### src/rtl/nvme_fifo_arb.sv
// Round-robin arbiter feeding a shared FIFO with per-grant burst locking
// and a fixed four-step flush sequence.
module nvme_fifo_arb #(
  parameter int width     = 8,
  parameter int nreq      = 4,
  parameter int max_burst = 4,
  parameter int iwidth    = $clog2(nreq)
) (
  input  logic                    clk,
  input  logic                    reset,
  input  logic [nreq-1:0]         req_valid,
  input  logic [nreq*width-1:0]   req_data,
  output logic [nreq-1:0]         req_ready,
  output logic                    fifo_push,
  output logic [width-1:0]        fifo_din,
  output logic                    fifo_flush,
  input  logic                    fifo_full,
  input  logic                    fifo_almost_full,
  input  logic                    flush_req,
  output logic                    flush_done,
  output logic [iwidth-1:0]       grant_id
);

  typedef enum logic [1:0] {IDLE, DRAIN, FLUSH, DONE} state_t;

  state_t            state, state_nxt;
  logic [iwidth-1:0] rr_ptr, lock_id, sel;
  logic              locked, sel_ok, blocked, push;
  logic [7:0]        burst_cnt;

  function automatic logic [iwidth-1:0] next_idx(input logic [iwidth-1:0] p);
    return (int'(p) == nreq - 1) ? '0 : p + iwidth'(1);
  endfunction

  always_comb begin
    state_nxt = state;
    case (state)
      IDLE:    if (flush_req) state_nxt = DRAIN;
      DRAIN:   state_nxt = FLUSH;
      FLUSH:   state_nxt = DONE;
      DONE:    state_nxt = flush_req ? DRAIN : IDLE;
      default: state_nxt = IDLE;
    endcase
  end

  // Descending scan so the lowest offset from rr_ptr wins.
  always_comb begin
    sel    = '0;
    sel_ok = 1'b0;
    if (locked) begin
      sel    = lock_id;
      sel_ok = req_valid[lock_id];
    end else if (!fifo_almost_full) begin
      for (int k = nreq - 1; k >= 0; k--) begin
        automatic int idx = int'(rr_ptr) + k;
        if (idx >= nreq) idx = idx - nreq;
        if (req_valid[idx]) begin
          sel    = idx[iwidth-1:0];
          sel_ok = 1'b1;
        end
      end
    end
  end

  assign blocked    = reset || fifo_full || (state != IDLE) || flush_req;
  assign req_ready  = (sel_ok && !blocked) ? ({{(nreq-1){1'b0}}, 1'b1} << sel) : '0;
  assign push       = |(req_valid & req_ready);
  assign fifo_push  = push;
  assign fifo_din   = push ? req_data[int'(sel)*width +: width] : '0;
  assign fifo_flush = (state == FLUSH);
  assign flush_done = (state == DONE);

  always_ff @(posedge clk or posedge reset) begin
    if (reset) begin
      state     <= IDLE;
      rr_ptr    <= '0;
      lock_id   <= '0;
      locked    <= 1'b0;
      burst_cnt <= '0;
      grant_id  <= '0;
    end else begin
      state <= state_nxt;
      if (push) grant_id <= sel;
      if (state == FLUSH) begin
        rr_ptr    <= '0;
        locked    <= 1'b0;
        burst_cnt <= '0;
      end else if (flush_req) begin
        locked    <= 1'b0;
        burst_cnt <= '0;
      end else if (locked) begin
        // A locked requester going idle ends its burst early.
        if (!req_valid[lock_id] || (push && burst_cnt == 8'(max_burst - 1))) begin
          locked    <= 1'b0;
          burst_cnt <= '0;
          rr_ptr    <= next_idx(lock_id);
        end else if (push) begin
          burst_cnt <= burst_cnt + 8'd1;
        end
      end else if (push) begin
        if (max_burst > 1) begin
          locked    <= 1'b1;
          lock_id   <= sel;
          burst_cnt <= 8'd1;
        end else begin
          rr_ptr <= next_idx(sel);
        end
      end
    end
  end

endmodule

### config.mk
export PLATFORM = sky130hd
export DESIGN_NAME = nvme_fifo_arb
export DESIGN_NICKNAME = d
export VERILOG_FILES = /design/src/rtl/nvme_fifo_arb.sv
export SDC_FILE = /design/constraint.sdc
export NUM_CORES = 1
export LEC_CHECK = 0
export CORE_MARGIN = 4
export CORE_UTILIZATION = 47
export CTS_CLUSTER_DIAMETER = 40
export DETAILED_ROUTE_END_ITERATION = 10
export PLACE_DENSITY = 0.79
export SYNTH_ARGS = -nofsm -noshare
export SYNTH_HDL_FRONTEND = slang
export SYNTH_SLANG_ARGS = --single-unit
### constraint.sdc
create_clock -name clk -period 3.9 [get_ports clk]
set_clock_uncertainty 0.15 [all_clocks]
set_input_delay 0.78 -clock clk [delete_from_list [all_inputs] [get_ports clk]]
set_output_delay 0.78 -clock clk [all_outputs]
set_load 0.02 [all_outputs]
# After elaboration in Yosys (flattened, before gate mapping)
# Index checks and enable logic that the tools add are counted.
op_classes:
  n_addsub: 9
  order_cmp: 9
  n_eq_ne: 7
  shifts: 2
  n_mux: 59
  bitwise: 4
  n_reduce_logical: 18
op_table:
  columns: ["cell", "count"]
  rows:
  - ["32-bit two-way mux", 12]
  - ["32-bit by 4-bit less-than comparator with 1-bit output (second input constant)", 4]
  - ["8-bit two-way mux", 7]
  - ["32-bit by 6-bit variable part select with 8-bit output", 1]
  - ["2-bit two-way mux", 12]
  - ["1-bit two-way mux", 21]
  - ["3-bit by 3-bit subtractor with 4-bit output (second input constant)", 3]
  - ["1-bit binary-select mux with 2-bit select", 5]
  - ["3-bit greater-or-equal comparator (second input constant)", 3]
  - ["8-bit by 1-bit adder with 8-bit output (second input constant)", 1]
  - ["8-bit by 2-bit == test with 1-bit output (second input constant)", 1]
  - ["2-bit one-hot mux with 4 select lines", 1]
  - ["4-bit nonzero test", 2]
  - ["2-bit by 2-bit adder with 3-bit output (second input constant)", 2]
  - ["2-bit nonzero test", 3]
  - ["4-bit AND", 1]
  - ["2-bit by 1-bit == test with 1-bit output (second input constant)", 2]
  - ["2-bit == test (second input constant)", 2]
  - ["1-bit logical OR", 4]
  - ["4-bit two-way mux", 1]
  - ["2-bit inequality test (second input constant)", 2]
  - ["4-bit AND reduction", 1]
  - ["4-bit OR reduction", 1]
  - ["1-bit by 2-bit left shift with 4-bit output (first input constant)", 1]
  - ["11 further kinds", 15]
totals:
  register_bits: 17
  input_bits: 41
  output_inout_bits: 17
  wordCells: 114

# Logic depth before layout (Yosys ltp)
# Gate-level depths: netlist of the first run.
depth:
  depth_word: 24
  ltp_mapped: 9
  mapped_depth_nobuf: 7

# Worst setup path after synthesis of the first run
# OpenSTA, ideal clock, no wires.
synth_path:
  kind: "input to output"
  startpoint: "input req_valid[3]"
  endpoint: "output req_ready[1]"
  t_arrival_ns: 2.422
  required_ns: 2.970
  slack_ns: 0.548
  stages: 6
  path_buffers: 1
  path_cell_list: "inv_1 -> a221oi_1 -> o21a_1 -> buf_2 -> a21oi_1 -> nor3_1"
synth_between:
  elab_chain_cells: 11
  word_cells_on_any_way: 29
  cone_classes: "1 x shift; 27 x mux; 1 x reduce/logical"
synth_lines:
  columns: ["element", "line", "source"]
  rows:
  - ["start, declared", "11", "input logic [nreq-1:0] req_valid,"]
  - ["1-bit binary-select mux with 2-bit select", "57", "if (req_valid[idx]) begin"]
  - ["1-bit two-way mux (not written as such) (2 in a row)", "57", null]
  - ["2-bit two-way mux or 1-bit two-way mux (tied branches) (4 in a row)", "57", null]
  - ["2-bit two-way mux or 1-bit two-way mux (tied branches)", "53", "end else if (!fifo_almost_full) begin"]
  - ["2-bit two-way mux or 1-bit two-way mux (tied branches)", "50", "if (locked) begin"]
  - ["1-bit by 2-bit left shift with 4-bit output or 1-bit logical AND (tied branches)", "66", "assign req_ready = (sel_ok && !blocked) ? ({{(nreq-1){1'b0}}, 1'b1} << sel) : '0;"]
  - ["4-bit two-way mux *", "66", null]
  - ["end, declared", "13", "output logic [nreq-1:0] req_ready,"]
# Every way passes the cells marked *; elsewhere a longest branch is shown, timed or not. The select of a mux whose other input is x is not followed.

# Worst setup path after layout of the first run
layout_path:
  startpoint: "input reset"
  endpoint: "output fifo_din[3]"
layout_between:
  elab_chain_cells: 9
layout_lines:
  columns: ["element", "line", "source"]
  rows:
  - ["start, declared", "10", "input logic reset,"]
  - ["1-bit logical OR (3 in a row)", "65", "assign blocked = reset || fifo_full || (state != IDLE) || flush_req;"]
  - ["1-bit zero test", "66", null]
  - ["1-bit logical AND", "66", null]
  - ["4-bit two-way mux", "66", null]
  - ["4-bit AND", "67", "assign push = |(req_valid & req_ready);"]
  - ["4-bit OR reduction", "67", null]
  - ["8-bit two-way mux", "69", "assign fifo_din = push ? req_data[int'(sel)*width +: width] : '0;"]
  - ["end, declared", "15", "output logic [width-1:0] fifo_din,"]
# Every way passes these cells.

==> flow_summary.rst, run 1 <==
.. list-table::
   :header-rows: 1

   * - Metric
     - Value
   * - Number of buffers added by the clock tree synthesis step
     - 3
   * - Number of placed instances with taps included
     - 351
   * - Post-Synthesis Cell Area
     - 1840 sq um
   * - Count of buffers added by post-CTS timing repair for setup
     - 0
   * - Placeable core region
     - 3720 sq um
   * - Headroom to the max-slew limit
     - 0.433
   * - Routed wire per std cell
     - 16.6 um
   * - First drt pass iteration count
     - 5
   * - Hold slack final
     - 322 ps
   * - Pin count of the biggest net entering global routing
     - 27
   * - Number of buffers on the longest clock path
     - 2
   * - Initial DRC count
     - 224
   * - First-pass GRT wire length
     - 9.70 mm
   * - Most numerous cell in the Yosys netlist
     - sky130_fd_sc_hd__inv_1
   * - Total Routed Length
     - 5.89 mm
   * - Clk Latency, worst-skew pair
     - 260 ps
   * - Average cell area after synthesis
     - 7.88 sq um
   * - Data arrival time of the worst path
     - 2760 ps
   * - Flip-flop and latch count after synthesis
     - 17
   * - Share of the yosys chip area belonging to registers
     - 0.232
   * - Launch point of the worst reg-to-reg path
     - state[0]$_DFFE_PP0P_
   * - Post-synth EDFFs
     - 0
   * - Number of standard cells in the layout, taps in and fillers out
     - 355
   * - Number of I/O pins
     - 58
   * - Total of buffers placed on input and output ports
     - 57
   * - Minimum clock period after layout
     - 3690 ps
   * - Number of hold buffers added after CTS
     - 0
   * - Setup Viol. Count Final
     - 0
   * - Class of the tightest hold or removal check
     - reg -> reg
   * - Placed inst area
     - 2610 sq um
   * - Peak supply drop
     - 0.343 mV
   * - Flip-flop cell with the highest count after synthesis
     - sky130_fd_sc_hd__dfrtp_1
   * - Post-route cell area
     - 2660 sq um
   * - Portion of synthesized cell area occupied by the leading cell type
     - 0.232
   * - Area growth from synthesis to final layout
     - 45.1%
   * - Antenna viol nets, final
     - 0
   * - Total Routing Usage GR
     - 0.236
   * - Outcome
     - complete, no violations
   * - Hold path startpoint
     - burst_cnt[7]$_DFFE_PP0P_
   * - Last weighted congestion value of the routability-driven placer
     - 0.837
   * - Fraction of the cycle the final worst path needs
     - 0.946
   * - Share of post-route cells with drive strength above 1
     - 0.140
   * - Number of antenna violations at the first check in global routing
     - 0
   * - Worst Max-Slew Pin Slew
     - 842 ps
   * - Startpoint class of the critical path
     - primary input
   * - Final global-route overflow total
     - 0
   * - Root buf cell
     - sky130_fd_sc_hd__clkbuf_8
   * - Setup repair after global routing missed its margin
     - no
   * - DRC violations left
     - 0
   * - Proportion of synthesized flip-flops having asynchronous set or reset
     - 1.00
   * - Vias in the first global route
     - 2,008
   * - Critical Path Start
     - reset
   * - N_diodes
     - 0
   * - Level count of the clock H-tree
     - 1
   * - Worst endpoint required time
     - 2970 ps
   * - Synthesized Nets
     - 280
   * - Post-layout utilization of the core
     - 0.717
   * - Longest individual stage delay on the worst path
     - 530 ps
   * - Cell with the biggest individual delay on the critical path
     - sky130_fd_sc_hd__or4b_4
   * - Pwr/cell area
     - 256 nW/um^2
   * - Die span in y
     - 70.5 um
   * - Total power
     - 0.681 mW
   * - Number of cells produced by synthesis
     - 233
   * - Total Nets Final
     - 355
   * - Number of max-cap violations
     - 0
   * - Chip Width
     - 70.5 um
   * - Core Rows
     - 22
   * - Count of endpoints failing hold in the final timing report
     - 0
   * - Maximum fanout along the worst path
     - 8
   * - Mean number of vias per cell
     - 6.02
   * - Largest cells by area after synthesis
     - sky130_fd_sc_hd__dfrtp_1 (23%), sky130_fd_sc_hd__nor4b_1 (7.6%), sky130_fd_sc_hd__o311ai_0 (7.6%), sky130_fd_sc_hd__a22oi_1 (6.5%), sky130_fd_sc_hd__inv_1 (5.3%)
   * - Most numerous cell types in the synthesized netlist
     - sky130_fd_sc_hd__inv_1 (26), sky130_fd_sc_hd__nor2_1 (18), sky130_fd_sc_hd__dfrtp_1 (17), sky130_fd_sc_hd__o21ai_0 (17)
   * - Maximum operating frequency
     - 271 MHz
   * - Number of sinks driven by the clock tree
     - 17
   * - Yosys warns
     - 0
   * - Final Max Slew Viols
     - 0
   * - Ordered list of cells on the worst path
     - clkdlybuf4s50_1 > or4b_4 > a21o_1 > inv_2 > and2_1 > buf_4 > a22o_1 > dlygate4sd2_1
   * - Initial cell density of the core
     - 0.494
   * - Clock tree from TritonCTS
     - yes
   * - Via count
     - 2,138
   * - Die Area
     - 4970 sq um
   * - Lkg Pwr
     - 1.22 nW
   * - Library cells used by synthesis
     - 48
   * - Clock transition at the registers of the reported paths
     - 70 ps
   * - Area leader, netlist
     - sky130_fd_sc_hd__dfrtp_1
   * - Worst Setup Path Type
     - in -> out
   * - Endpoint type of the worst setup path
     - primary output
   * - Detailed placement HPWL
     - 4.50 mm
[critical path, delay by kind of cell]
| kind | cells | cell delay [ps] |
|---|---|---|
| AO/OA/AOI/OAI | 2 | 350 |
| buffers and inverters | 4 | 980 |
| AND/OR/NAND/NOR | 2 | 640 |
[what timing repair did]
| item | in CTS | in global routing |
|---|---|---|
| pin swaps | 0 | 1 |
| setup endpoints to repair | 12 | 8 |
| resized for setup | 11 | 10 |
[cells in the final DEF (no fill, tap or decap), drive strengths merged, types with 3 or more instances in the layout]
| master | n |
|---|---|
| clkdlybuf4s50 | 41 |
| buf | 29 |
| inv | 27 |
| o21ai | 24 |
| nor2 | 18 |
| dfrtp | 17 |
| o311ai | 17 |
| a22oi | 16 |
| nor4b | 16 |
| a22o | 10 |
| dlygate4sd2 | 9 |
| nand2 | 8 |
| ha | 6 |
| dlymetal6s2s | 6 |
| a21oi | 5 |
| nand3 | 5 |
| nor3 | 4 |
| o31ai | 4 |
| clkbuf | 4 |
| nand2b | 3 |
| and3 | 3 |
| and2 | 3 |
| or3 | 3 |
[path summary, 6_finish.rpt]
| kind | end | slack, ps | cells after the start |
|---|---|---|---|
| setup / recovery | fifo_din[3] | 210 | 8 |
| hold / removal | burst_cnt[7]$_DFFE_PP0P_ | 320 | 1 |
| setup reg to reg | rr_ptr[1]$_DFFE_PP0P_ | 1270 | 8 |
| hold reg to reg | burst_cnt[7]$_DFFE_PP0P_ | 320 | 1 |
| max in group asynchronous | grant_id[1]$_DFFE_PP0P_ | 2350 | 2 |
| min in group asynchronous | lock_id[1]$_DFFE_PP0P_ | 820 | 2 |
[final cells by class]
class	count	area, sq um
timing repair buffer	86	787
fill	305	1050
clock inverter	1	5.00
inverter	27	101
clock buffer	3	41.3
sequential	17	425
tap	48	60.1
multi-input combinational	173	1240
[power by group]
group	total (mW)	internal (mW)	switching, mW	leakage, nW
Clock	0.134	0.0709	0.0630	0.0255
Sequential	0.219	0.199	0.0202	0.230
Combinational	0.328	0.157	0.171	0.968
Total	0.681	0.426	0.255	1.22
[stage by stage]
step / setup WS, ps / setup TNS, ps
5_1_grt: 108 / 0
6_report: 209 / 0
3_5_place_dp: -188 / -1790
3_3_place_gp: -179 / -1620
4_1_cts: -197 / -385
2_1_floorplan: 548 / 0
[cells by family after synthesis]
group,synth area share
buffers and inverters,0.0975
muxes,0.0354
AOI/OAI and AO/OA,0.356
and+or+nand+nor,0.239
adders and majority gates,0.0409
DFF,0.232
[metal layers]
metal  up-vias  share of wire  global-route usage
li1       1042              -                   -
met1      1006           0.46               0.330
met2        84           0.48               0.392
met3         6          0.058              0.0345
met4         0         0.0092              0.0298
met5         -              0                   0
[registers in the layout (all words and copies together) (netlist names)]
name and cells:
rr_ptr 2, grant_id 2, state 2, lock_id 2, locked 1, burst_cnt 8
(Power assumes the default switching activity.)
==> inputs of run 2 (changes only) <==
--- a/config.mk
+++ b/config.mk
@@ -9,6 +9,7 @@
 export CORE_UTILIZATION = 47
 export CTS_CLUSTER_DIAMETER = 40
 export DETAILED_ROUTE_END_ITERATION = 10
+export GPL_ROUTABILITY_DRIVEN = 1
 export PLACE_DENSITY = 0.79
 export SYNTH_ARGS = -nofsm -noshare
 export SYNTH_HDL_FRONTEND = slang
==> results of run 2 <==
Same layout as run 1: the final DEF is identical, and so are final timing and power.
==> inputs of run 3 (changes only) <==
--- a/config.mk
+++ b/config.mk
@@ -11,6 +11,7 @@
 export DETAILED_ROUTE_END_ITERATION = 10
 export GPL_ROUTABILITY_DRIVEN = 1
 export PLACE_DENSITY = 0.79
+export RECOVER_POWER = 100
 export SYNTH_ARGS = -nofsm -noshare
 export SYNTH_HDL_FRONTEND = slang
 export SYNTH_SLANG_ARGS = --single-unit
==> run 3 against run 2 <==
Compared with the run above:
- clock-buffer cell count unchanged
- via count grew 0.19%
- non-clock buffer count unchanged
- utilization fell by 1.2 points
==> flow_summary.rst, run 3 (same netlist as run 1, synthesis figures left out) <==
.. list-table::
   :header-rows: 1

   * - Metric
     - Value
   * - Die Area
     - 4970 sq um (unchanged)
   * - First-pass GRT wire length
     - 9.70 mm (unchanged)
   * - Initial cell density of the core
     - 0.494 (unchanged)
   * - Core Rows
     - 22 (unchanged)
   * - Outcome
     - complete, no violations (unchanged)
   * - Number of max-cap violations
     - 0 (unchanged)
   * - Total Routed Length
     - 5.88 mm (was 5.89 mm)
   * - Post-route cell area
     - 2620 sq um (was 2660 sq um)
   * - Total Nets Final
     - 355 (unchanged)
   * - Clock transition at the registers of the reported paths
     - 70 ps (about the same)
   * - N_diodes
     - 0 (unchanged)
   * - Total power
     - 0.666 mW (was 0.681 mW)
   * - Root buf cell
     - sky130_fd_sc_hd__clkbuf_8 (unchanged)
   * - Endpoint type of the worst setup path
     - primary output (unchanged)
   * - Register ranked first by flip-flop count
     - burst_cnt (unchanged)
   * - Setup Viol. Count Final
     - 0 (unchanged)
   * - Worst Max-Slew Pin Slew
     - 1070 ps (was 842 ps)
   * - Pwr/cell area
     - 255 nW/um^2 (was 256 nW/um^2)
   * - Peak supply drop
     - 0.337 mV (was 0.343 mV)
   * - Total internal power
     - 0.417 mW (was 0.426 mW)
   * - Number of buffers on the longest clock path
     - 2 (unchanged)
   * - Number of antenna violations at the first check in global routing
     - 0 (unchanged)
   * - Area growth from synthesis to final layout
     - 42.6% (was 45.1%)
   * - Net switching power of the design
     - 0.250 mW (was 0.255 mW)
   * - Minimum clock period after layout
     - 3720 ps (was 3690 ps)
   * - Clk Latency, worst-skew pair
     - 250 ps (was 260 ps)
   * - Worst Setup Path Type
     - in -> out (unchanged)
   * - Number of flip-flops under the largest register name
     - 8 (unchanged)
   * - Routed wire per std cell
     - 16.6 um (about the same)
   * - Lkg Pwr
     - 1.18 nW (was 1.22 nW)
   * - Worst setup slack after placement
     - -188 ps (unchanged)
   * - Worst Hold Path Cells
     - 1 (unchanged)
   * - Level count of the clock H-tree
     - 1 (unchanged)
   * - Number of placed instances with taps included
     - 351 (unchanged)
   * - Worst Slack Setup Final
     - 183 ps (was 209 ps)
   * - Clock tree from TritonCTS
     - yes (unchanged)
   * - Register-to-register path setup slack
     - 870 ps (was 1270 ps)
   * - Maximum fanout along the worst path
     - 8 (unchanged)
   * - Antenna viol nets, final
     - 0 (unchanged)
   * - DRC violations left
     - 0 (unchanged)
   * - Placed inst area
     - 2610 sq um (unchanged)
   * - Chip Width
     - 70.5 um (unchanged)
   * - End of the worst hold path
     - burst_cnt[7]$_DFFE_PP0P_ (unchanged)
   * - Setup repair after global routing missed its margin
     - no (unchanged)
   * - Initial DRC count
     - 255 (was 224)
   * - Last weighted congestion value of the routability-driven placer
     - 0.837 (unchanged)
   * - Worst endpoint required time
     - 2970 ps (about the same)
   * - Vias in the first global route
     - 2,008 (unchanged)
   * - Share of post-route cells with drive strength above 1
     - 0.114 (was 0.140)
   * - Pin count of the biggest net entering global routing
     - 27 (unchanged)
   * - Final Max Slew Viols
     - 0 (unchanged)
   * - Count of endpoints failing hold in the final timing report
     - 0 (unchanged)
   * - Class of the tightest hold or removal check
     - reg -> reg (unchanged)
   * - Setup TNS after final layout
     - 0 ps (unchanged)
   * - Via count
     - 2,142 (was 2,138)
   * - Combinational Power Share
     - 0.475 (was 0.482)
   * - Placeable core region
     - 3720 sq um (unchanged)
   * - Endpoint of the lowest-slack register-to-register path
     - burst_cnt[5]$_DFFE_PP0P_ (was rr_ptr[1]$_DFFE_PP0P_)
   * - Data arrival time of the worst path
     - 2790 ps (was 2760 ps)
   * - Relative contribution of sequential cells to total power
     - 0.327 (was 0.321)
   * - Commonest non-fill, non-tap cell in the layout
     - sky130_fd_sc_hd__clkdlybuf4s50_1 (unchanged)
   * - Startpoint class of the critical path
     - primary input (unchanged)
   * - Detailed placement HPWL
     - 4.50 mm (unchanged)
   * - Number of buffers added by the clock tree synthesis step
     - 3 (unchanged)
   * - Total of buffers placed on input and output ports
     - 57 (unchanged)
   * - Commonest non-fill, non-tap cells in the layout
     - sky130_fd_sc_hd__clkdlybuf4s50_1 (37), sky130_fd_sc_hd__inv_1 (27), sky130_fd_sc_hd__buf_4 (26) (was sky130_fd_sc_hd__clkdlybuf4s50_1 (41), sky130_fd_sc_hd__buf_4 (29), sky130_fd_sc_hd__inv_1 (26))
   * - Count of buffers added by post-CTS timing repair for setup
     - 0 (unchanged)
   * - Number of sinks driven by the clock tree
     - 17 (unchanged)
   * - Number of standard cells in the layout, taps in and fillers out
     - 355 (unchanged)
   * - Hold path startpoint
     - burst_cnt[7]$_DFFE_PP0P_ (unchanged)
   * - Maximum operating frequency
     - 269 MHz (was 271 MHz)
   * - Fraction of the cycle the final worst path needs
     - 0.953 (was 0.946)
   * - Post-layout utilization of the core
     - 0.704 (was 0.717)
   * - Total Routing Usage GR
     - 0.236 (unchanged)
   * - Number of I/O pins
     - 58 (unchanged)
   * - Hold slack final
     - 318 ps (was 322 ps)
   * - Filler cells
     - 317 (was 305)
   * - Relative contribution of the clock network to total power
     - 0.198 (was 0.197)
   * - First drt pass iteration count
     - 5 (unchanged)
   * - Die span in y
     - 70.5 um (unchanged)
   * - Mean number of vias per cell
     - 6.03 (was 6.02)
   * - Depth of the worst register-to-register path
     - 8 (unchanged)
   * - Final global-route overflow total
     - 0 (unchanged)
   * - Net switching share of the total power
     - 0.375 (was 0.374)
   * - Headroom to the max-slew limit
     - 0.280 (was 0.433)
   * - Launch point of the worst reg-to-reg path
     - state[0]$_DFFE_PP0P_ (unchanged)
[run 3: cell count changes in the layout (fill, tap and decap cells not counted), moves of 2 or more]
cell / change
sky130_fd_sc_hd__o21ai_1: -4
sky130_fd_sc_hd__dlygate4sd3_1: +4
sky130_fd_sc_hd__clkdlybuf4s50_1: -4
sky130_fd_sc_hd__dlymetal6s2s_1: -2
sky130_fd_sc_hd__o21ai_0: +4
sky130_fd_sc_hd__buf_4: -3
sky130_fd_sc_hd__clkbuf_1: +6
[run 3: area by class of cell]
cell class,instances,area (sq um),share of cell area
repair buffers,86,757,0.289
flip-flops and latches,17,425,0.163
well taps,48,60.1,0.0229
clock inverters,1,5.00,0.00191
multi-input cells,173,1230,0.469
clock buffers,3,41.3,0.0158
inverters,27,101,0.0387
[run 3: worst max path at each step]
stage / startpoint / end / slack [ps] / cells past startpoint
3_3_place_gp: req_valid[0] / fifo_din[6] / -180 / 9
4_1_cts: req_valid[1] / fifo_din[1] / -200 / 9
6_report: reset / fifo_din[3] / 180 / 8
2_1_floorplan: req_valid[3] / req_ready[1] / 550 / 6
3_5_place_dp: req_valid[0] / fifo_din[6] / -190 / 9
5_1_grt: reset / fifo_din[3] / 60 / 8
[run 3: repair_timing]
action	CTS	global route
pin swaps	0	1
setup endpoints to repair	12	8
gates resized for setup	11	10
hold buffers	0	0
[run 3: critical path: stages]
cell and delay, ps:
sky130_fd_sc_hd__clkdlybuf4s50_1 430, sky130_fd_sc_hd__or4b_1 540, sky130_fd_sc_hd__a21o_1 210, sky130_fd_sc_hd__inv_1 80, sky130_fd_sc_hd__and2_0 120, sky130_fd_sc_hd__buf_4 160, sky130_fd_sc_hd__a22o_1 140, sky130_fd_sc_hd__dlygate4sd2_1 330
[run 3: power groups by stage]
| stage | clock network, mW | logic, mW | registers, mW |
|---|---|---|---|
| 3_3_place_gp | 0 | 0.315 | 0.221 |
| 6_report | 0.132 | 0.316 | 0.218 |
| 4_1_cts | 0.135 | 0.326 | 0.218 |
| 5_1_grt | 0.143 | 0.347 | 0.221 |
| 2_1_floorplan | 0 | 0.177 | 0.225 |
| 3_5_place_dp | 0 | 0.324 | 0.221 |
[run 3: per-layer routing]
metal  global-route usage  vias to the layer above  wire length [um]  part of all wire
met1                0.330                     1012              2650              0.45
met3               0.0345                        6               358             0.061
met2                0.392                       81              2830              0.48
li1                     -                     1043                 -                 -
met4               0.0298                        0                48            0.0082
met5                    0                        -                 0                 0
